### src/rtl/alu_seq_pkg.sv
// Shared opcode encodings and controller state type for the sequential ALU.
package alu_seq_pkg;

  localparam logic [5:0] OP_ADD = 6'b100000;
  localparam logic [5:0] OP_SUB = 6'b100010;
  localparam logic [5:0] OP_AND = 6'b100100;
  localparam logic [5:0] OP_OR  = 6'b100101;
  localparam logic [5:0] OP_XOR = 6'b100110;
  localparam logic [5:0] OP_NOR = 6'b100111;
  localparam logic [5:0] OP_SLL = 6'b000000;
  localparam logic [5:0] OP_SRL = 6'b000010;
  localparam logic [5:0] OP_SRA = 6'b000011;

  typedef enum logic [1:0] {
    ST_IDLE,
    ST_EXEC,
    ST_SHIFT,
    ST_DONE
  } state_e;

endpackage

### src/rtl/alu_seq_core.sv
// Single-cycle combinational datapath for arithmetic/logic opcodes.
// Shift opcodes are legal here but produce nothing; the controller iterates them.
module alu_core
  import alu_seq_pkg::*;
#(
  parameter int unsigned N_BITS = 8,
  parameter int unsigned N_OP   = 6
) (
  input  logic [N_BITS-1:0] a,
  input  logic [N_BITS-1:0] b,
  input  logic [N_OP-1:0]   op,
  output logic [N_BITS-1:0] rdo,
  output logic              carry,
  output logic              overflow,
  output logic              op_err
);

  logic [N_BITS:0] sum;
  logic [N_BITS:0] diff;

  assign sum  = {1'b0, a} + {1'b0, b};
  assign diff = {1'b0, a} - {1'b0, b};

  always_comb begin
    rdo      = '0;
    carry    = 1'b0;
    overflow = 1'b0;
    op_err   = 1'b0;
    case (op)
      N_OP'(OP_ADD): begin
        rdo      = sum[N_BITS-1:0];
        carry    = sum[N_BITS];
        overflow = (a[N_BITS-1] == b[N_BITS-1]) && (sum[N_BITS-1] != a[N_BITS-1]);
      end
      // diff[N_BITS] is the borrow: set exactly when a < b unsigned
      N_OP'(OP_SUB): begin
        rdo      = diff[N_BITS-1:0];
        carry    = diff[N_BITS];
        overflow = (a[N_BITS-1] != b[N_BITS-1]) && (diff[N_BITS-1] != a[N_BITS-1]);
      end
      N_OP'(OP_AND): rdo = a & b;
      N_OP'(OP_OR):  rdo = a | b;
      N_OP'(OP_XOR): rdo = a ^ b;
      N_OP'(OP_NOR): rdo = ~(a | b);
      N_OP'(OP_SLL), N_OP'(OP_SRL), N_OP'(OP_SRA): op_err = 1'b0;
      default:       op_err = 1'b1;
    endcase
  end

endmodule

### src/rtl/alu_seq.sv
// Handshaked sequential ALU: one transaction at a time, shifts iterate one bit
// per cycle; results and flags are held until the consumer takes them.
module alu_seq
  import alu_seq_pkg::*;
#(
  parameter int unsigned N_BITS = 8,
  parameter int unsigned N_OP   = 6
) (
  input  logic              clk,
  input  logic              rst_n,
  input  logic              in_valid,
  output logic              in_ready,
  input  logic [N_BITS-1:0] a,
  input  logic [N_BITS-1:0] b,
  input  logic [N_OP-1:0]   op,
  output logic              out_valid,
  input  logic              out_ready,
  output logic [N_BITS-1:0] rdo,
  output logic              carry,
  output logic              zero,
  output logic              negative,
  output logic              overflow,
  output logic              op_err
);

  localparam int unsigned     CW     = $clog2(N_BITS + 1);
  localparam logic [N_BITS:0] NB_EXT = (N_BITS + 1)'(N_BITS);

  state_e            state_q, state_d;
  logic [N_BITS-1:0] a_q, a_d, b_q, b_d;
  logic [N_OP-1:0]   op_q, op_d;
  logic [N_BITS-1:0] sh_q, sh_d;
  logic [CW-1:0]     cnt_q, cnt_d;
  logic [N_BITS-1:0] rdo_q, rdo_d;
  logic              carry_q, carry_d, zero_q, zero_d, neg_q, neg_d;
  logic              ovf_q, ovf_d, err_q, err_d;

  logic [N_BITS-1:0] core_rdo;
  logic              core_carry, core_ovf, core_err;
  logic              is_sll, is_srl, is_sra, is_shift;
  logic [CW-1:0]     shift_amt;
  logic [N_BITS-1:0] sh_step;
  logic              sh_out;

  alu_core #(
    .N_BITS(N_BITS),
    .N_OP  (N_OP)
  ) u_core (
    .a       (a_q),
    .b       (b_q),
    .op      (op_q),
    .rdo     (core_rdo),
    .carry   (core_carry),
    .overflow(core_ovf),
    .op_err  (core_err)
  );

  assign is_sll    = (op_q == N_OP'(OP_SLL));
  assign is_srl    = (op_q == N_OP'(OP_SRL));
  assign is_sra    = (op_q == N_OP'(OP_SRA));
  assign is_shift  = is_sll | is_srl | is_sra;
  assign shift_amt = ({1'b0, b_q} >= NB_EXT) ? CW'(N_BITS) : CW'(b_q);

  always_comb begin
    sh_step = sh_q;
    sh_out  = 1'b0;
    if (is_sll) begin
      sh_step = {sh_q[N_BITS-2:0], 1'b0};
      sh_out  = sh_q[N_BITS-1];
    end else if (is_srl) begin
      sh_step = {1'b0, sh_q[N_BITS-1:1]};
      sh_out  = sh_q[0];
    end else if (is_sra) begin
      sh_step = {sh_q[N_BITS-1], sh_q[N_BITS-1:1]};
      sh_out  = sh_q[0];
    end
  end

  always_comb begin
    state_d = state_q;
    a_d     = a_q;
    b_d     = b_q;
    op_d    = op_q;
    sh_d    = sh_q;
    cnt_d   = cnt_q;
    rdo_d   = rdo_q;
    carry_d = carry_q;
    zero_d  = zero_q;
    neg_d   = neg_q;
    ovf_d   = ovf_q;
    err_d   = err_q;
    case (state_q)
      ST_IDLE: begin
        if (in_valid) begin
          a_d     = a;
          b_d     = b;
          op_d    = op;
          state_d = ST_EXEC;
        end
      end
      ST_EXEC: begin
        if (is_shift) begin
          sh_d  = a_q;
          cnt_d = shift_amt;
          if (shift_amt == '0) begin
            rdo_d   = a_q;
            carry_d = 1'b0;
            zero_d  = (a_q == '0);
            neg_d   = a_q[N_BITS-1];
            ovf_d   = 1'b0;
            err_d   = 1'b0;
            state_d = ST_DONE;
          end else begin
            state_d = ST_SHIFT;
          end
        end else begin
          rdo_d   = core_rdo;
          carry_d = core_carry;
          zero_d  = (core_rdo == '0);
          neg_d   = core_rdo[N_BITS-1];
          ovf_d   = core_ovf;
          err_d   = core_err;
          state_d = ST_DONE;
        end
      end
      // Result registers are only written on the final step so DONE sees a clean set
      ST_SHIFT: begin
        sh_d  = sh_step;
        cnt_d = cnt_q - 1'b1;
        if (cnt_q == CW'(1)) begin
          rdo_d   = sh_step;
          carry_d = sh_out;
          zero_d  = (sh_step == '0);
          neg_d   = sh_step[N_BITS-1];
          ovf_d   = 1'b0;
          err_d   = 1'b0;
          state_d = ST_DONE;
        end
      end
      ST_DONE: begin
        if (out_ready) state_d = ST_IDLE;
      end
      default: state_d = ST_IDLE;
    endcase
  end

  always_ff @(posedge clk or negedge rst_n) begin
    if (!rst_n) begin
      state_q <= ST_IDLE;
      a_q     <= '0;
      b_q     <= '0;
      op_q    <= '0;
      sh_q    <= '0;
      cnt_q   <= '0;
      rdo_q   <= '0;
      carry_q <= 1'b0;
      zero_q  <= 1'b0;
      neg_q   <= 1'b0;
      ovf_q   <= 1'b0;
      err_q   <= 1'b0;
    end else begin
      state_q <= state_d;
      a_q     <= a_d;
      b_q     <= b_d;
      op_q    <= op_d;
      sh_q    <= sh_d;
      cnt_q   <= cnt_d;
      rdo_q   <= rdo_d;
      carry_q <= carry_d;
      zero_q  <= zero_d;
      neg_q   <= neg_d;
      ovf_q   <= ovf_d;
      err_q   <= err_d;
    end
  end

  assign in_ready  = (state_q == ST_IDLE);
  assign out_valid = (state_q == ST_DONE);
  assign rdo       = rdo_q;
  assign carry     = carry_q;
  assign zero      = zero_q;
  assign negative  = neg_q;
  assign overflow  = ovf_q;
  assign op_err    = err_q;

endmodule
### config.mk
export PLATFORM = sky130hd
export DESIGN_NAME = alu_seq
export DESIGN_NICKNAME = d
export VERILOG_FILES = /design/src/rtl/alu_seq_pkg.sv /design/src/rtl/alu_seq_core.sv /design/src/rtl/alu_seq.sv
export SDC_FILE = /design/constraint.sdc
export NUM_CORES = 1
export LEC_CHECK = 0
export BUFFER_PORTS_ARGS = -buffer_cell sky130_fd_sc_hd__buf_4
export CAP_MARGIN = 0
export CELL_PAD_IN_SITES_DETAIL_PLACEMENT = 1
export CELL_PAD_IN_SITES_GLOBAL_PLACEMENT = 1
export CORE_AREA = 2 2 95 97
export CTS_BUF_LIST = sky130_fd_sc_hd__clkbuf_8
export DETAILED_ROUTE_END_ITERATION = 16
export DIE_AREA = 0 0 97 99
export GPL_TIMING_DRIVEN = 0
export HOLD_SLACK_MARGIN = 0.15
export PLACE_DENSITY_LB_ADDON = 0.1
export SETUP_SLACK_MARGIN = 0.2
export SLEW_MARGIN = 10
export SYNTH_ARGS = -nofsm -noshare
export SYNTH_HDL_FRONTEND = slang
export SYNTH_SLANG_ARGS = --single-unit
### constraint.sdc
create_clock -name clk -period 5.3 [get_ports clk]
set_input_delay 0 -clock clk [delete_from_list [all_inputs] [get_ports clk]]
set_output_delay 0 -clock clk [all_outputs]
set_load 0.02 [all_outputs]
==> metrics <==
Seq pwr share 0.238; ys flop type dfrtp_1; Seq/Total Area, Yosys 0.319; Cells after Synth about 440; RSZ-0062 raised after global routing false; most common cell after layout, fill and taps aside dfrtp_1; core outline area roughly 8600 um^2; Skew-Pair Late Insertion Delay around 0.32 ns; setup tns final 0 ns; syn_nets approximately 500; status finished clean; Clk network pwr share 0.098; fmax 0.296 GHz; crit path from a_q[3]; Hold Slack between 0.2 and 0.25 ns; Max-Cap Viols 0; Area Overhead vs Synth 21.9%; Final Hold Vio Count 0; hold endpoint op_q[0]; r2r setup slk 1.93 ns; n_diodes 0; post-synthesis cell type count 65; worst r2r dst rdo[4]; slew of the pin with the lowest slew margin around 1 ns; CTS Buffer Depth 2; die area between 9000 and 10000 um^2; WL per Instance 20.4 um; Slew Limit Fails 0; CTS tree yes; Avg Cell Area, Syn between 8 and 9 um^2; critical path peak fanout 10; first-pass GRT wire length approximately 21000 um; synthesized area 3770 um^2; number of synthesized register bits 48; initial antenna violation count 0; Initial DRC Count between 200 and 250; CP Launch Type flip-flop; Reg clk slew, reported paths roughly 0.10 ns; fin crit share 0.637; asr flop ratio synth 1.00; Die H 99 um; commonest cells after routing, fill and taps aside dfrtp_1, nand2_1, buf_4; number of global-route vias before repair a little under 4000; Worst Hold Launch in_valid; remaining routing DRC violations 0; worst IR drop on VDD ~0.00038 V; I/O Buffers 40; PwrDens around 740 nW/um^2; Worst slew margin 0.297; vias per std cell between 5 and 6; Top-Level Pins 41; fraction of layout cells with a size suffix above 1 0.165; Switching Power between 0.0015 and 0.002 W; first-pass detailed-route iteration total 4; YS warnings 0; via count 3702; worst r2r path cells 10; critical path data arrival time between 3 and 4 ns; Power Internal 0.00164 W; Initial Util 0.440; Root Buffer clkbuf_8; FP Rows 34; Final Wtd Congestion approximately 1; final critical-path required period approximately 3.4 ns; ANT nets after route 0; Crit path required time 5.49 ns; number of synthesized flops with an enable pin 0; htree depth 2; Worst Clk Skew about 0.020 ns; GR Overflow Total 0; Worst setup EP type flip-flop; hold path depth 3; Post-CTS Resized 0; Final nets between 500 and 600; WS Path Type reg -> reg; FF-to-FF Start a_q[3]; routed wire length 12600 um; Combinational Power Share 0.664; total CTS buffers 5; worst min path class in -> reg; Leak about 2.0 nW; endpoints failing setup 0; final core utilization 0.537; HPWL reported at the end of detailed placement between 9000 and 10000 um; Sw Ratio 0.516; gr usage total 0.274; Horiz. Die Dim between 90 and 100 um; clock net sink count 48; largest net degree at the start of global routing a little under 50
-- how the worst max path moves through the flow --
stage             end  slack [ns]
3_3_place_gp   rdo[4]        2.15
6_report       rdo[4]        1.93
4_1_cts        rdo[4]        2.06
3_5_place_dp   rdo[4]        2.06
5_1_grt        rdo[4]        1.71
2_1_floorplan    zero        2.88
-- worst max-delay path, stage by stage (launching register included) --
cell       delay, ns
dfrtp_1         0.55
inv_1           0.08
ha_1            0.33
clkbuf_1        0.40
o21ai_0         0.20
nor2_1          0.23
o31ai_1         0.12
a2111oi_0       0.94
a211oi_1        0.09
o21ai_0         0.25
nand2_1         0.07
-- cell families after synthesis --
kind of cell / share of synthesized area
buffers and inverters: 0.0611
XOR/XNOR: 0.0209
flip-flops: 0.319
AO/OA/AOI/OAI: 0.239
adder cells (fa/ha/maj): 0.114
multiplexers: 0.0874
AND/OR/NAND/NOR: 0.159
-- flip-flops by register name, summed over array words and instances (netlist names) --
signal	count
a_q	8
b_q	8
carry	1
cnt_q	4
op_err	1
op_q	6
overflow	1
rdo	8
sh_q	8
state_q	2
zero	1
-- metrics by stage --
stage / cell area (um^2) / setup slack [ns] / std cells / total power, W
after floorplan: 3770 / 2.88 / 437 / 0.00231
after global placement: 4200 / 2.15 / 585 / 0.00291
after detailed placement: 4200 / 2.06 / 585 / 0.00300
after CTS: 4590 / 2.06 / 618 / 0.00336
after global routing: 4590 / 1.71 / 618 / 0.00369
final: 4590 / 1.93 / 618 / 0.00338
-- metal layers --
metal / global-route usage / part of all wire / vias up
met2: 0.465 / 0.48 / 106
li1: - / - / 1736
met5: 0 / 0 / -
met1: 0.363 / 0.45 / 1840
met4: 0.0856 / 0.025 / 0
met3: 0.0369 / 0.049 / 20
-- cells in the mapped netlist, types with 4 or more instances --
cell | number | area (um^2)
a22oi_1 | 5 | 37.5
and2_1 | 4 | 25.0
clkbuf_1 | 16 | 60.1
xnor2_1 | 8 | 70.1
inv_1 | 33 | 124
o21ai_0 | 38 | 190
or3_1 | 4 | 25.0
dfrtp_1 | 48 | 1200
a21oi_1 | 29 | 145
a211oi_1 | 6 | 45.0
mux2i_1 | 7 | 70.1
nor2_1 | 25 | 93.8
buf_1 | 5 | 18.8
mux2_2 | 23 | 259
ha_1 | 31 | 388
nand3_1 | 15 | 75.1
a221oi_1 | 6 | 52.6
nand2_1 | 43 | 161
o31ai_1 | 4 | 30.0
nor3_1 | 13 | 65.1
-- power groups by stage --
stage	logic, W	clock network, W	registers [W]
2_1_floorplan	0.00156	0	0.000750
3_3_place_gp	0.00212	0	0.000795
3_5_place_dp	0.00219	0	0.000806
4_1_cts	0.00222	0.000337	0.000799
5_1_grt	0.00250	0.000351	0.000833
6_report	0.00224	0.000330	0.000806
-- cell type report --
class / instances / area, um^2
flip-flops and latches: 48 / 1200
repair buffers: 65 / 551
inverters: 34 / 128
fillers: 1027 / 3960
clock inverters: 3 / 68.8
clock buffers: 5 / 68.8
multi-input cells: 331 / 2330
well taps: 108 / 135
plain buffers: 24 / 103
-- repair_timing --
| action | 4_1_cts | 5_1_grt |
|---|---|---|
| buffers inserted | 0 | 0 |
| hold buffers | 25 | 0 |
| hold endpoints to repair | 72 | 0 |
No activity file was read; power rests on OpenSTA's default activity.
